**config.mk**
```make
export PLATFORM = sky130hd
export DESIGN_NAME = adc_chain_max11040_spi_slave
export DESIGN_NICKNAME = d
export VERILOG_FILES = /design/src/rtl/adc_chain_max11040_spi_slave.sv
export SDC_FILE = /design/constraint.sdc
export NUM_CORES = 2
export LEC_CHECK = 0
export BUFFER_PORTS_ARGS = -buffer_cell sky130_fd_sc_hd__clkbuf_2
export CORE_ASPECT_RATIO = 1.25
export CORE_MARGIN = 2
export CORE_UTILIZATION = 50
export CTS_BUF_LIST = sky130_fd_sc_hd__clkbuf_8
export DETAILED_ROUTE_END_ITERATION = 10
export GPL_TIMING_DRIVEN = 0
export PLACE_DENSITY_LB_ADDON = 0.3
export SETUP_SLACK_MARGIN = 0.4
export SLEW_MARGIN = 0
export SYNTH_ARGS = -nofsm -noshare
export SYNTH_HDL_FRONTEND = slang
export SYNTH_SLANG_ARGS = --single-unit
```
**constraint.sdc**
```tcl
create_clock -name sys_clk -period 3.1 [get_ports sys_clk]
set_input_delay 0.62 -clock sys_clk [delete_from_list [all_inputs] [get_ports sys_clk]]
set_output_delay 0.62 -clock sys_clk [all_outputs]
set_load 0.05 [all_outputs]
```
**src/rtl/adc_chain_max11040_spi_slave.sv**
```systemverilog
// Responder model of a chain of MAX11040 ADCs as seen on the SPI/DRDY pins.
// Accepts configuration writes, answers register and sample-data reads, and
// produces periodic DRDYOUT_l frames. Register contents are exported for debug.
module adc_chain_max11040_spi_slave #(
    parameter int ADC_DCN       = 8,
    parameter int SAMPLE_PERIOD = 5000,
    parameter int DRDY_PULSE    = 16
) (
    input  logic                   sys_clk,
    input  logic                   sys_rst,
    input  logic                   SCLK,
    input  logic                   CS_l,
    input  logic                   MOSI,
    output logic                   MISO,
    output logic                   DRDYOUT_l,
    output logic [ADC_DCN*8-1:0]   wcr_reg,
    output logic [15:0]            wdrcr_reg,
    output logic [ADC_DCN*32-1:0]  wsicr_reg,
    output logic [15:0]            frame_cnt,
    output logic                   cfg_wr_done_hp,
    output logic                   proto_err_hp
);
    localparam int WCR_W  = ADC_DCN * 8;
    localparam int SICR_W = ADC_DCN * 32;
    localparam int DATA_W = ADC_DCN * 96;
    localparam int CNT_W  = $clog2(DATA_W + 1);
    localparam int PER_W  = $clog2(SAMPLE_PERIOD);
    localparam int DP_W   = $clog2(DRDY_PULSE);
    localparam logic [PER_W-1:0] P_LAST  = PER_W'(SAMPLE_PERIOD - 1);
    localparam logic [DP_W-1:0]  DP_LOAD = DP_W'(DRDY_PULSE - 1);

    localparam logic [7:0] CMD_WCR   = 8'h60;
    localparam logic [7:0] CMD_RCR   = 8'hE0;
    localparam logic [7:0] CMD_WDRCR = 8'h50;
    localparam logic [7:0] CMD_RDRCR = 8'hD0;
    localparam logic [7:0] CMD_WSICR = 8'h40;
    localparam logic [7:0] CMD_RSICR = 8'hC0;
    localparam logic [7:0] CMD_RDATA = 8'hF0;

    typedef enum logic [2:0] {ST_IDLE, ST_CMD, ST_WR, ST_RD, ST_IGN} state_t;
    typedef enum logic [1:0] {TGT_WCR, TGT_WDRCR, TGT_WSICR} tgt_t;

    state_t             r_state;
    state_t             w_state_nxt;
    tgt_t               r_tgt;
    tgt_t               w_tgt;
    logic [1:0]         r_sclk_sync;
    logic [1:0]         r_cs_sync;
    logic [1:0]         r_mosi_sync;
    logic               r_sclk_prev;
    logic               r_cs_prev;
    logic [CNT_W-1:0]   r_bit_cnt;
    logic [6:0]         r_cmd_sr;
    logic [SICR_W-1:0]  r_shadow;
    logic [DATA_W-1:0]  r_rd_sr;
    logic               r_miso;
    logic [WCR_W-1:0]   r_wcr;
    logic [15:0]        r_wdrcr;
    logic [SICR_W-1:0]  r_wsicr;
    logic [PER_W-1:0]   r_period_cnt;
    logic [DP_W-1:0]    r_drdy_cnt;
    logic               r_drdy_l;
    logic [15:0]        r_frame_cnt;
    logic               r_cfg_done;
    logic               r_proto_err;

    logic               w_sclk_rise;
    logic               w_cs_fall;
    logic               w_cs_rise;
    logic               w_mosi;
    logic [7:0]         w_cmd_byte;
    logic               w_go_wr;
    logic               w_go_rd;
    logic               w_bad_cmd;
    logic               w_commit;
    logic               w_short;
    logic [CNT_W-1:0]   w_wr_len;
    logic [DATA_W-1:0]  w_rd_img;
    logic [DATA_W-1:0]  w_data_img;

    assign w_sclk_rise = r_sclk_sync[1] & ~r_sclk_prev;
    assign w_cs_fall   = ~r_cs_sync[1] & r_cs_prev;
    assign w_cs_rise   = r_cs_sync[1] & ~r_cs_prev;
    assign w_mosi      = r_mosi_sync[1];
    assign w_cmd_byte  = {r_cmd_sr, w_mosi};

    assign MISO           = r_miso;
    assign DRDYOUT_l      = r_drdy_l;
    assign wcr_reg        = r_wcr;
    assign wdrcr_reg      = r_wdrcr;
    assign wsicr_reg      = r_wsicr;
    assign frame_cnt      = r_frame_cnt;
    assign cfg_wr_done_hp = r_cfg_done;
    assign proto_err_hp   = r_proto_err;

    // Bring the asynchronous SPI pins into the sys_clk domain and keep edge history.
    always_ff @(posedge sys_clk) begin
        if (sys_rst) begin
            r_sclk_sync <= 2'b00;
            r_cs_sync   <= 2'b11;
            r_mosi_sync <= 2'b00;
            r_sclk_prev <= 1'b0;
            r_cs_prev   <= 1'b1;
        end else begin
            r_sclk_sync <= {r_sclk_sync[0], SCLK};
            r_cs_sync   <= {r_cs_sync[0], CS_l};
            r_mosi_sync <= {r_mosi_sync[0], MOSI};
            r_sclk_prev <= r_sclk_sync[1];
            r_cs_prev   <= r_cs_sync[1];
        end
    end

    // Sample-data image: 24-bit word per channel, shut-down devices read as zero.
    always_comb begin
        w_data_img = {DATA_W{1'b0}};
        for (int d = 0; d < ADC_DCN; d++) begin
            for (int c = 0; c < 4; c++) begin
                if (!r_wcr[d*8+3]) begin
                    w_data_img[d*96 + c*24 +: 24] = {r_frame_cnt, 6'(d), 2'(c)};
                end else begin
                    w_data_img[d*96 + c*24 +: 24] = 24'h000000;
                end
            end
        end
    end

    // Payload length of the write currently in progress.
    always_comb begin
        w_wr_len = CNT_W'(16);
        case (r_tgt)
            TGT_WCR:   w_wr_len = CNT_W'(WCR_W);
            TGT_WDRCR: w_wr_len = CNT_W'(16);
            TGT_WSICR: w_wr_len = CNT_W'(SICR_W);
            default:   w_wr_len = CNT_W'(16);
        endcase
    end

    // Transfer FSM next state, command decode and end-of-transfer events.
    always_comb begin
        w_state_nxt = r_state;
        w_go_wr     = 1'b0;
        w_go_rd     = 1'b0;
        w_bad_cmd   = 1'b0;
        w_commit    = 1'b0;
        w_short     = 1'b0;
        w_tgt       = TGT_WDRCR;
        w_rd_img    = {DATA_W{1'b0}};
        case (r_state)
            ST_IDLE: begin
                if (w_cs_fall) w_state_nxt = ST_CMD;
                else           w_state_nxt = ST_IDLE;
            end
            ST_CMD: begin
                if (w_cs_rise) begin
                    w_state_nxt = ST_IDLE;
                end else if (w_sclk_rise && (r_bit_cnt == CNT_W'(7))) begin
                    case (w_cmd_byte)
                        CMD_WCR: begin
                            w_state_nxt = ST_WR; w_go_wr = 1'b1; w_tgt = TGT_WCR;
                        end
                        CMD_WDRCR: begin
                            w_state_nxt = ST_WR; w_go_wr = 1'b1; w_tgt = TGT_WDRCR;
                        end
                        CMD_WSICR: begin
                            w_state_nxt = ST_WR; w_go_wr = 1'b1; w_tgt = TGT_WSICR;
                        end
                        CMD_RCR: begin
                            w_state_nxt = ST_RD; w_go_rd = 1'b1;
                            w_rd_img = {r_wcr, {(DATA_W-WCR_W){1'b0}}};
                        end
                        CMD_RDRCR: begin
                            w_state_nxt = ST_RD; w_go_rd = 1'b1;
                            w_rd_img = {r_wdrcr, {(DATA_W-16){1'b0}}};
                        end
                        CMD_RSICR: begin
                            w_state_nxt = ST_RD; w_go_rd = 1'b1;
                            w_rd_img = {r_wsicr, {(DATA_W-SICR_W){1'b0}}};
                        end
                        CMD_RDATA: begin
                            w_state_nxt = ST_RD; w_go_rd = 1'b1;
                            w_rd_img = w_data_img;
                        end
                        default: begin
                            w_state_nxt = ST_IGN; w_bad_cmd = 1'b1;
                        end
                    endcase
                end else begin
                    w_state_nxt = ST_CMD;
                end
            end
            ST_WR: begin
                if (w_cs_rise) begin
                    w_state_nxt = ST_IDLE;
                    if (r_bit_cnt >= w_wr_len) w_commit = 1'b1;
                    else                       w_short  = 1'b1;
                end else begin
                    w_state_nxt = ST_WR;
                end
            end
            ST_RD: begin
                if (w_cs_rise) w_state_nxt = ST_IDLE;
                else           w_state_nxt = ST_RD;
            end
            ST_IGN: begin
                if (w_cs_rise) w_state_nxt = ST_IGN == ST_IGN ? ST_IDLE : ST_IGN;
                else           w_state_nxt = ST_IGN;
            end
            default: w_state_nxt = ST_IDLE;
        endcase
    end

    // FSM state register.
    always_ff @(posedge sys_clk) begin
        if (sys_rst) r_state <= ST_IDLE;
        else         r_state <= w_state_nxt;
    end

    // Shift registers, bit counter and MISO driver.
    always_ff @(posedge sys_clk) begin
        if (sys_rst) begin
            r_bit_cnt <= {CNT_W{1'b0}};
            r_cmd_sr  <= 7'h00;
            r_tgt     <= TGT_WDRCR;
            r_shadow  <= {SICR_W{1'b0}};
            r_rd_sr   <= {DATA_W{1'b0}};
            r_miso    <= 1'b0;
        end else begin
            case (r_state)
                ST_IDLE: begin
                    r_bit_cnt <= {CNT_W{1'b0}};
                    r_cmd_sr  <= 7'h00;
                    r_miso    <= 1'b0;
                end
                ST_CMD: begin
                    if (w_sclk_rise) begin
                        r_cmd_sr  <= w_cmd_byte[6:0];
                        r_bit_cnt <= r_bit_cnt + CNT_W'(1);
                        if (w_go_wr) begin
                            r_bit_cnt <= {CNT_W{1'b0}};
                            r_tgt     <= w_tgt;
                            r_shadow  <= {SICR_W{1'b0}};
                        end
                        if (w_go_rd) begin
                            r_bit_cnt <= {CNT_W{1'b0}};
                            r_miso    <= w_rd_img[DATA_W-1];
                            r_rd_sr   <= {w_rd_img[DATA_W-2:0], 1'b0};
                        end
                    end
                end
                ST_WR: begin
                    if (w_sclk_rise && (r_bit_cnt < w_wr_len)) begin
                        r_shadow  <= {r_shadow[SICR_W-2:0], w_mosi};
                        r_bit_cnt <= r_bit_cnt + CNT_W'(1);
                    end
                end
                ST_RD: begin
                    if (w_sclk_rise) begin
                        r_miso  <= r_rd_sr[DATA_W-1];
                        r_rd_sr <= {r_rd_sr[DATA_W-2:0], 1'b0};
                    end
                end
                default: r_miso <= 1'b0;
            endcase
            if (w_cs_rise) r_miso <= 1'b0;
        end
    end

    // Configuration registers and the one-cycle status pulses.
    always_ff @(posedge sys_clk) begin
        if (sys_rst) begin
            r_wcr       <= {WCR_W{1'b0}};
            r_wdrcr     <= 16'h0000;
            r_wsicr     <= {SICR_W{1'b0}};
            r_cfg_done  <= 1'b0;
            r_proto_err <= 1'b0;
        end else begin
            r_cfg_done  <= w_commit;
            r_proto_err <= w_bad_cmd | w_short;
            if (w_commit) begin
                case (r_tgt)
                    TGT_WCR:   r_wcr   <= r_shadow[WCR_W-1:0];
                    TGT_WDRCR: r_wdrcr <= r_shadow[15:0];
                    TGT_WSICR: r_wsicr <= r_shadow;
                    default:   r_wdrcr <= r_wdrcr;
                endcase
            end
        end
    end

    // Sample period counter, frame counter and DRDYOUT_l pulse generation.
    always_ff @(posedge sys_clk) begin
        if (sys_rst) begin
            r_period_cnt <= {PER_W{1'b0}};
            r_frame_cnt  <= 16'h0000;
            r_drdy_l     <= 1'b1;
            r_drdy_cnt   <= {DP_W{1'b0}};
        end else if (r_period_cnt == P_LAST) begin
            r_period_cnt <= {PER_W{1'b0}};
            r_frame_cnt  <= r_frame_cnt + 16'h0001;
            r_drdy_l     <= 1'b0;
            r_drdy_cnt   <= DP_LOAD;
        end else begin
            r_period_cnt <= r_period_cnt + PER_W'(1);
            if (r_drdy_cnt != {DP_W{1'b0}}) r_drdy_cnt <= r_drdy_cnt - DP_W'(1);
            else                            r_drdy_l   <= 1'b1;
        end
    end
endmodule

```
==> run metrics <==
Max Clock Freq 313 MHz; CP Capture Type flop; root buffer cell clkbuf_8; Critical Path RT 3940 ps; cell taking the most area after synthesis dfxtp_1; final worst setup slack -92.3 ps; DRC errors left 2; Max VDD drop 0.507 mV; Seq cells post-synth 1,418; post-route clock skew 90.9 ps; initial antenna violation count 6; dominant synthesized flop cell dfxtp_1; EDFF count, synth 0; total congestion overflow 0; synth unique cells 69; vias in the first global route 52.2k; PortBufs 360; Psw 8330 µW; die height 384 µm; Core Box Area 0.115 mm²; unrepaired setup endpoints after global routing yes; sequential fraction of the synthesis area 0.493; Pint 26,900 µW; via count of the routed design 56.3k; # fillers 10.1k; Worst-path clk slew 60 ps; Yosys Warn Count 0; max-slew violations 11; Syn Inst Count 6,869; CTS tree yes; cts bufs inserted 214; Post-Syn Area per Cell 8.39 µm²; syn_nets 6,882; overall power 35,200 µW; list of most frequent post-synthesis cells dfxtp_1 (1,418), nand2_1 (1,144), a21oi_1 (875); final period utilization 1.03; Total Die Area 0.118 mm²; slew margin rel. -0.0125; # setup viols final 8; Clock Path Buffers 3; initial core utilization 0.503; worst slew pin tran 1520 ps; Synth area leaders dfxtp_1 (49%), a21oi_1 (7.6%), nand2_1 (7.5%), a211oi_1 (4.9%), nor2_1 (4.8%); clock share of power 0.463; detailed placer's ending HPWL 159 mm; Switching Share 0.236; pre-CTS setup slack -1310 ps; Tmin final 3190 ps; TritonRoute pass-1 iters 9; failing checks design-rule violations, max-capacitance violations, max-slew violations, negative setup slack; CP Class reg2reg; GRT Overall Usage 0.366; Reg area 0.0284 mm²; final weighted congestion in routability-driven placement 1.03; worst hold path class reg2reg; Routed WL 225 mm; status finished with violations; Core Util, Final 0.599; cell total after placement 8,712; first-pass GRT wire length 327 mm; FFs w/ async S/R, synth 0; Power Density 513 mW/mm²; Cell Area, Synth 0.0576 mm²; Clock Sinks 1,418; worst path arrival time 4030 ps; Die Span X 308 µm; Routed Antenna Nets 0; leakage power 0.0248 µW; Combinational Power Share 0.018; multi-input logic area 0.0274 mm²; max-cap viol count 1; most numerous cell in the Yosys netlist dfxtp_1; worst skew pair latency 1020 ps; DR iter-0 viols 6,374; I/O pin total 361; critical path fanouts, max 10; # rows 139; nature of the critical path startpoint flop; Post-Layout Cell Count 9,168; max reg flops 759; largest net degree at the start of global routing 17; share of Yosys cell area claimed by the top area cell type 0.493; vias per cell 6.14; layout overhead on the synthesized area 19.1%; Reg power frac 0.519; H-Tree Depth 4; layout cells sized above 1 0.179; DR WL/cell 24.6 µm; nets 7,518; Final Hold Viols 0
## kinds of logic after synthesis
logic type | synth area share
adders and majority gates | 0.00174
AOI/OAI and AO/OA | 0.201
and+or+nand+nor | 0.190
DFF | 0.493
buffers and inverters | 0.0483
muxes | 0.0626
xor gates and xnor gates | 0.00380
## what timing repair did
action | in CTS | in global routing
buffers inserted | 34 | 6
hold buffers | 3 | 0
pin swaps | 29 | 8
hold endpoints to repair | 3 | 0
gates cloned | 12 | 2
resized for setup | 420 | 251
setup endpoints to repair | 1389 | 1384
## final cells by class
cell class | count | share of cell area
Inverter | 30 | 0.00164
Antenna cell | 2 | 0.0000729
Sequential cell | 1418 | 0.414
Buffer | 662 | 0.0556
Clock inverter | 111 | 0.00924
Tap cell | 1480 | 0.0270
Clock buffer | 286 | 0.0574
Multi-Input combinational cell | 4759 | 0.399
Timing Repair Buffer | 420 | 0.0360
## critical path, cell delays in order (launching register included)
cell	delay, ps
dfxtp_1	570
clkbuf_1	1050
clkbuf_2	730
nand2_1	370
a211oi_1	310
## final timing paths
path	from	to	slack (ps)	cells after the start
worst min register to register	r_shadow[240]	wsicr_reg[240]	400	2
worst max-delay path	frame_cnt[0]	r_rd_sr[393]	-90	4
worst min-delay path	r_shadow[240]	wsicr_reg[240]	400	2
worst max register to register	frame_cnt[0]	r_rd_sr[393]	-90	4
## cell usage in the layout, fill, tap and decap left out, drive strengths merged, types with 50 or more instances in the layout
cell,n
buf,194
a221oi,169
a211oi,375
mux2,134
nor3,215
dfxtp,1418
nor2,737
inv,112
nor2b,147
a21oi,875
clkbuf,1171
mux2i,196
a22o,80
nand3,142
o21ai,188
and2,50
nand2,1152
## power by group through the flow
stage	Clock [µW]	Sequential (µW)	Combinational [µW]
2_1_floorplan	0	18700	375
3_3_place_gp	0	18700	585
3_5_place_dp	0	18700	593
4_1_cts	16300	18300	603
5_1_grt	17200	18300	665
6_report	16300	18300	630
## layer usage
layer,up-vias,share of wire,GRT usage
met1,26856,0.37,0.433
li1,25367,-,-
met5,-,0.00012,0.000816
met3,893,0.099,0.0897
met2,3161,0.44,0.565
met4,4,0.092,0.296
## metrics by stage
stage                     area [µm²]  TNS (ps)  hold slack (ps)
after floorplan                57700         0              389
after detailed placement       61400   -874410              414
after global placement         61400  -1177500              402
after global routing           68600         0              438
final                          68600      -345              397
after CTS                      67900         0              345
Power figures use the tool's default switching activity.
